<file path="src/rtl/note_tone_gen.sv">
// Square-wave note synthesiser: increment table, 24-bit NCO, ATTACK/SUSTAIN/RELEASE envelope.
// Latency: one clock from sample_tick_in to sample_valid_out. There is no backpressure; note events are never buffered.
module note_tone_gen #(
    parameter int PHASE_W      = 24,
    parameter int SAMPLE_W     = 16,
    parameter int F_SAMPLE     = 48000,
    parameter int AMP          = 8192,
    parameter int ATTACK_STEP  = 32,
    parameter int RELEASE_STEP = 16
) (
    input  logic                clk_in,
    input  logic                rst_in,
    input  logic [5:0]          note_in,
    input  logic                note_valid_in,
    input  logic                sample_tick_in,
    output logic [SAMPLE_W-1:0] sample_out,
    output logic                sample_valid_out,
    output logic                note_active_out,
    output logic [4:0]          cur_note_out
);

    typedef enum logic [1:0] {
        S_IDLE    = 2'd0,
        S_ATTACK  = 2'd1,
        S_SUSTAIN = 2'd2,
        S_RELEASE = 2'd3
    } state_t;

    localparam int NUM_NOTES = 22;
    localparam int PROD_W    = SAMPLE_W + 9;
    localparam logic signed [SAMPLE_W-1:0] AMP_S = SAMPLE_W'(AMP);

    // Table is padded to 32 entries so any 5-bit note code indexes safely.
    logic [PHASE_W-1:0] inc_tab [32];

    for (genvar g = 0; g < 32; g++) begin : g_inc
        if (g < NUM_NOTES) begin : g_note
            localparam real FREQ  = 261.6256 * (2.0 ** (g / 12.0));
            localparam real INC_R = FREQ * (2.0 ** PHASE_W) / F_SAMPLE;
            localparam logic [PHASE_W-1:0] INC = PHASE_W'($rtoi(INC_R + 0.5));
            assign inc_tab[g] = INC;
        end else begin : g_pad
            assign inc_tab[g] = '0;
        end
    end

    state_t                      state_q, state_d;
    logic [7:0]                  env_q, env_d;
    logic [PHASE_W-1:0]          phase_q, phase_d;
    logic [PHASE_W-1:0]          inc_q, inc_d;
    logic [4:0]                  cur_note_q, cur_note_d;
    logic signed [SAMPLE_W-1:0]  sample_q, sample_d;
    logic                        sample_vld_q, sample_vld_d;
    logic                        note_active_q, note_active_d;

    logic                        note_on;
    logic                        note_off;
    logic signed [SAMPLE_W-1:0]  amp_s;
    logic signed [PROD_W-1:0]    amp_ext;
    logic signed [PROD_W-1:0]    env_ext;
    logic signed [PROD_W-1:0]    prod;
    logic signed [PROD_W-1:0]    prod_sh;
    logic [8:0]                  env_sum;

    always_comb begin
        note_on  = note_valid_in && note_in[5] && (note_in[4:0] <= 5'd21);
        note_off = note_valid_in && !note_on;

        amp_s   = phase_q[PHASE_W-1] ? -AMP_S : AMP_S;
        amp_ext = PROD_W'(amp_s);
        env_ext = $signed({{(PROD_W-8){1'b0}}, env_q});
        prod    = amp_ext * env_ext;
        prod_sh = prod >>> 8;
        env_sum = {1'b0, env_q} + 9'(ATTACK_STEP);

        state_d      = state_q;
        env_d        = env_q;
        phase_d      = phase_q;
        inc_d        = inc_q;
        cur_note_d   = cur_note_q;
        sample_d     = sample_q;
        sample_vld_d = sample_tick_in;

        if (sample_tick_in) begin
            sample_d = prod_sh[SAMPLE_W-1:0];
            if (state_q != S_IDLE) begin
                phase_d = phase_q + inc_q;
            end
        end

        // A note event owns the state and increment; the tick's envelope step is dropped.
        if (note_on) begin
            state_d    = S_ATTACK;
            inc_d      = inc_tab[note_in[4:0]];
            cur_note_d = note_in[4:0];
            if (state_q == S_IDLE) begin
                phase_d = '0;
                env_d   = 8'd0;
            end
        end else if (note_off && (state_q != S_IDLE)) begin
            state_d = S_RELEASE;
        end else if (sample_tick_in) begin
            case (state_q)
                S_ATTACK: begin
                    if (env_sum >= 9'd255) begin
                        env_d   = 8'd255;
                        state_d = S_SUSTAIN;
                    end else begin
                        env_d = env_sum[7:0];
                    end
                end
                S_SUSTAIN: begin
                    env_d = 8'd255;
                end
                S_RELEASE: begin
                    if (env_q <= 8'(RELEASE_STEP)) begin
                        env_d   = 8'd0;
                        state_d = S_IDLE;
                        phase_d = '0;
                    end else begin
                        env_d = env_q - 8'(RELEASE_STEP);
                    end
                end
                default: begin
                    env_d = env_q;
                end
            endcase
        end

        note_active_d = (state_d != S_IDLE);
    end

    always_ff @(posedge clk_in or negedge rst_in) begin
        if (!rst_in) begin
            state_q       <= S_IDLE;
            env_q         <= 8'd0;
            phase_q       <= '0;
            inc_q         <= '0;
            cur_note_q    <= 5'd0;
            sample_q      <= '0;
            sample_vld_q  <= 1'b0;
            note_active_q <= 1'b0;
        end else begin
            state_q       <= state_d;
            env_q         <= env_d;
            phase_q       <= phase_d;
            inc_q         <= inc_d;
            cur_note_q    <= cur_note_d;
            sample_q      <= sample_d;
            sample_vld_q  <= sample_vld_d;
            note_active_q <= note_active_d;
        end
    end

    assign sample_out       = sample_q;
    assign sample_valid_out = sample_vld_q;
    assign note_active_out  = note_active_q;
    assign cur_note_out     = cur_note_q;

endmodule
</file>
<file path="config.mk">
export PLATFORM = sky130hd
export DESIGN_NAME = note_tone_gen
export DESIGN_NICKNAME = d
export VERILOG_FILES = /design/src/rtl/note_tone_gen.sv
export SDC_FILE = /design/constraint.sdc
export NUM_CORES = 1
export LEC_CHECK = 0
export ABC_AREA = 1
export BUFFER_PORTS_ARGS = -buffer_cell sky130_fd_sc_hd__buf_2
export CAP_MARGIN = 0
export CORE_ASPECT_RATIO = 0.8
export CORE_MARGIN = 2
export CORE_UTILIZATION = 55
export CTS_BUF_LIST = sky130_fd_sc_hd__clkbuf_8
export DETAILED_ROUTE_END_ITERATION = 10
export PLACE_DENSITY_LB_ADDON = 0.15
export SLEW_MARGIN = 20
export SYNTH_ARGS = -nofsm -noshare
export SYNTH_HDL_FRONTEND = slang
export SYNTH_SLANG_ARGS = --single-unit
</file>
<file path="constraint.sdc">
create_clock -name clk_in -period 4.55 [get_ports clk_in]
set_input_delay 0.455 -clock clk_in [delete_from_list [all_inputs] [get_ports clk_in]]
set_output_delay 0.455 -clock clk_in [all_outputs]
set_load 0.005 [all_outputs]
</file>
# After elaboration in Yosys (flattened, before gate mapping)

Memories as Yosys holds them, arrays and structs flattened. A register that Yosys moved wholly into a read port is not among the register bits.
Index checks and enable logic that the tools add are counted.

Memories: 1
Output and inout bits: 23
Input bits: 10
Word-level logic and storage cells: 55
Bits in registers: 57
ROM bits: 768

Multiplexer cells: 22
Bitwise operators: 1
Reductions and logical operators: 12
Equality and inequality tests: 5
Multiply operators: 1
Order comparisons: 3
Add/sub/neg operators: 3

Memories:

| name            | depth | width | read ports | clocked after Yosys merged registers in | write ports | line | source |
|---|---|---|---|---|---|---|---|
| (no name shown) | 32    | 24    | 1          | 1                                       | 0           | 94   | `inc_d = inc_tab[note_in[4:0]];` |

Operators with widths:

| kind                                                           | count |
|---|---|
| 2-to-1 mux 24 bit                                              | 8 |
| 2-to-1 mux 8 bit                                               | 6 |
| adder 24 bit                                                   | 1 |
| multiplier 16 x 9 -> 24 bit                                    | 1 |
| one-hot mux 8 bit (3 select lines)                             | 1 |
| 2-to-1 mux 16 bit                                              | 1 |
| 2-to-1 mux 2 bit                                               | 5 |
| adder 8 x 6 -> 9 bit, second input constant                    | 1 |
| >= comparator 9 x 8 -> 1 bit, second input constant            | 1 |
| less-or-equal comparator 8 x 5 -> 1 bit, second input constant | 1 |
| subtractor 8 x 5 -> 8 bit, second input constant               | 1 |
| NOT 5 -> 6 bit                                                 | 1 |
| nonzero test 2 bit                                             | 3 |
| less-or-equal comparator 5 bit, second input constant          | 1 |
| equality test 2 bit, second input constant                     | 2 |
| logical AND 1 bit                                              | 4 |
| one-hot mux 2 bit (2 select lines)                             | 1 |
| AND reduction 4 bit                                            | 1 |
| nonzero test 4 bit                                             | 1 |
| equality test 2 x 1 -> 1 bit, second input constant            | 1 |
| logical NOT 1 bit                                              | 2 |
| logical NOT 2 bit                                              | 1 |
| != test 2 x 1 -> 1 bit, second input constant                  | 1 |
| != test 2 bit, second input constant                           | 1 |

# Longest topological paths before layout

Depth after elaboration: 8
Gate-level depth with buffers: 20
Mapped depth without buffers: 19

# Worst setup path before layout

OpenSTA, ideal clock, no wires.

Path type: register to register
From: register phase_q[23]
To: register sample_q[15], in the netlist sample_out[15]
Data required time: 4484 ps
Period minus slack after synthesis: 3767 ps
Stages on the path, launching flop included: 19
Data arrival time: 3701 ps
Path slack: 783 ps
Path buffers: 1
Setup time: 66 ps
Cells stage by stage: dfrtp_1 -> clkbuf_2 -> nand2_1 -> fa_1 -> fa_1 -> inv_1 -> fa_1 -> inv_1 -> fa_1 -> inv_1 -> ha_1 -> nand2_1 -> inv_1 -> nand2_1 -> nand2_1 -> a31oi_1 -> nand3b_1 -> nand3_1 -> nand2_1

Cells in the longest elaborated chain, start to end: 2

Ends and longest elaborated chain:

| what                        | line | source |
|---|---|---|
| start: declaration          | 49   | `logic [PHASE_W-1:0] phase_q, phase_d;` |
| start signal: assignment    | 146  | `phase_q <= phase_d;` |
| 2-to-1 mux 16 bit           | 69   | `amp_s = phase_q[PHASE_W-1] ? -AMP_S : AMP_S;` |
| multiplier 16 x 9 -> 24 bit | 72   | `prod = amp_ext * env_ext;` |
| end signal: assignment      | 149  | `sample_q <= sample_d;` |
| end: declaration            | 52   | `logic signed [SAMPLE_W-1:0] sample_q, sample_d;` |

No other way between the ends.
A chain may end at the register's enable or synchronous reset.

# Worst setup path in the final report

Ends and elaborated chain as after synthesis.

==> summary.txt <==
STA
  – Upper clock frequency limit: 0.244 GHz
  – Max-slew headroom: 57.6%
  – Fin Clk Skew: 0.0110 ns
  – Worst-Margin Slew: 0.635 ns
  – RSZ-0062 raised after global routing: no
  – Setup_tns: 0 ns
  – Crit path time final: 4.10 ns
  – Setup violators final: 0
  – Final worst setup slack: 0.447 ns
  – Final Cycle Share: 90.2%
  – Max Slew Vio Count: 0
  – Final Hold Vio Count: 0

Critical path
  – Worst setup SP type: register
  – Worst-path maximum fanout: 8
  – Required time of the critical path: 4.86 ns
  – Worst R2R Setup Slack: 0.45 ns
  – Reg2reg end: sample_out[15]
  – Critical Path AT: 4.41 ns
  – Setup crit end: sample_out[15]
  – Critical Path Sink Type: register
  – Critical path type: register to register
  – R2r worst-path depth: 17
  – Crit path launch: phase_q[23]
  – Reg-to-Reg Start: phase_q[23]

Floorplan
  – Die height: 95.4 um
  – Die Span X: 118 um
  – Die area: 11300 um^2
  – Rows: 33
  – Ports: 33
  – Initial Util: 56.3%
  – Core Area: 10200 um^2

Clocking
  – Post-CTS resize count: 0
  – Cts bufs inserted: 9
  – CTS tree: built
  – Clk Latency, worst-skew pair: 0.37 ns
  – Clock sink count: 66
  – Clock transition at path regs: 0.08 ns
  – H-Tree Depth: 3
  – Clock buffer depth: 2
  – CTS Hold Bufs: 0
  – Root buffer cell: clkbuf_8
  – Post-CTS Setup Inserts: 0

Finish
  – Area grow syn2layout: 6.75%
  – Diodes inserted: 0
  – Share of cells above drive strength 1: 7.78%
  – Fill cells: 955
  – Fin nets: 933

Power
  – Logic pwr share: 53.0%
  – Clock power frac: 16.5%
  – Switching Share: 47.4%
  – Pint: 1.63 mW
  – Flop pwr share: 30.5%
  – Pwr dens: 506 nW/um^2
  – Final Power: 3.10 mW
  – Peak supply drop: 302 uV
  – Leakage power: 3.40 nW
  – NetSw: 1.47 mW

Placement
  – DP Wirelength: 11200 um
  – Port Buf Inserts: 27
  – Post-place setup slack: 0.482 ns
  – GPL Wtd Cong: 0.947

Status
  – Status: completed

GRT
  – First-pass GRT wire length: 24100 um
  – Vias in the first global route: 4994
  – Gr ovfl total: 0
  – Antenna violations before repair: 0
  – Largest net degree at the start of global routing: 45
  – Gr usage total: 27.1%

Logic synthesis
  – Netlist cell types: 37
  – Area leader, netlist: dfrtp_1
  – Yosys warns: 0
  – Post-synth EDFFs: 0
  – Syn avg cell area: 6.87 um^2
  – Async set or reset register ratio after synthesis: 100%
  – Area contributors post-synth: dfrtp_1 29%, nand2_1 17%, ha_1 12%
  – Most frequent cell after synthesis: nand2_1
  – Yosys reg bits: 66
  – Post-Syn Area: 5750 um^2
  – Top cells by count, synth: 259 x nand2_1, 118 x inv_1, 67 x nor2_1
  – Top cell type's share of synthesized area: 28.7%
  – Post-synthesis sequential area ratio: 28.7%
  – Main synth FF type: dfrtp_1
  – Mapped Cells: 836

Worst hold path
  – Hold Path Class: primary input to asynchronous set/reset pin

Route
  – DR vias/cell: 5.32
  – Pre-Repair DR Iteration Count: 5
  – Vias: 5324
  – Final ANT Viol Nets: 0
  – Residual DRC: 0
  – WL/cell: 14.3 um
  – DR iter-0 viols: 332
  – Post-Route WL: 14300 um

Job
  – Max-Cap Viols: 0
-- power groups by stage --
stage / Sequential (mW) / Clock (mW) / Combinational (mW)
global route: 0.973 / 0.548 / 1.89
CTS: 0.941 / 0.524 / 1.63
detailed placement: 0.947 / 0 / 1.62
global placement: 0.938 / 0 / 1.59
finish: 0.946 / 0.512 / 1.64
floorplan: 0.899 / 0 / 1.27
-- kinds of logic (layout without fill, tap and decap cells) --
kind of cell	Yosys count	count (layout)	synth area share, %
AOI/OAI and AO/OA	138	138	13.4
xor gates and xnor gates	14	14	2.13
adders and majority gates	67	67	16.3
buffers and inverters	148	168	10.8
DFF	66	66	28.7
other	2	7	0.131
and+or+nand+nor	401	401	28.5
-- worst min-delay path by stage --
stage | start | to | slack [ns]
floorplan | rst_in | cur_note_out[0] | 0.16
global placement | sample_out[9] | sample_out[9] | 0.45
detailed placement | sample_out[9] | sample_out[9] | 0.46
CTS | rst_in | phase_q[4] | 0.10
global route | rst_in | phase_q[4] | 0.14
finish | rst_in | phase_q[4] | 0.09
-- stage by stage --
stage	utilization, %	area (um^2)	cells	hold slack, ns
2_1_floorplan	-	5770	841	0.159
3_3_place_gp	58.2	5940	985	0.451
3_5_place_dp	58.2	5940	985	0.459
4_1_cts	60.2	6130	1001	0.102
5_1_grt	60.2	6130	1001	0.140
6_report	60.2	6130	1001	0.0939
-- flip-flops by register name, summed over array words and instances (netlist names) --
| register | count |
|---|---|
| cur_note_out | 5 |
| sample_valid_out | 1 |
| phase_q | 24 |
| inc_q | 19 |
| state_q | 2 |
| env_q | 5 |
| sample_out | 9 |
| note_active_out | 1 |
-- routing by layer --
metal | up-vias | track usage, % | share of wire (%)
met5 | - | 0 | 0
met4 | 0 | 9.04 | 1.9
met3 | 25 | 5.32 | 6.3
met2 | 159 | 40.3 | 41
met1 | 2442 | 39.4 | 51
li1 | 2698 | - | -
-- layout make-up --
cell class | instances | area [um^2] | share of cell area (%)
inverters | 122 | 458 | 7.46
multi-input cells | 627 | 3500 | 57.0
flip-flops and latches | 66 | 1650 | 26.9
well taps | 140 | 175 | 2.86
clock buffers | 9 | 124 | 2.02
clock inverters | 7 | 71.3 | 1.16
repair buffers | 30 | 158 | 2.57
-- placed cells by master (no fill, tap or decap), drive strengths merged --
cell / count
a21oi: 49
a22oi: 3
a31oi: 6
and2: 2
buf: 30
bufinv: 1
clkbuf: 9
clkinv: 3
clkinvlp: 2
conb: 7
dfrtp: 66
fa: 13
ha: 54
inv: 123
nand2: 264
nand3: 54
nand3b: 2
nand4: 1
nor2: 70
nor3: 4
o211ai: 11
o21ai: 59
o22ai: 6
o311ai: 2
o31ai: 2
or2: 4
xnor2: 11
xor2: 3
-- worst max-delay path: stages, from the launching register on --
cell	delay, ns
dfrtp_1	0.46
nand2_1	0.23
fa_1	0.57
fa_1	0.54
inv_1	0.05
fa_1	0.50
inv_1	0.05
fa_1	0.50
inv_1	0.04
ha_1	0.32
nand2_1	0.07
inv_1	0.06
nand2_1	0.06
nand2_1	0.06
a31oi_1	0.23
nand3b_1	0.15
nand3_1	0.08
nand2_1	0.07
Note: power is estimated with default switching activity, not from simulation.
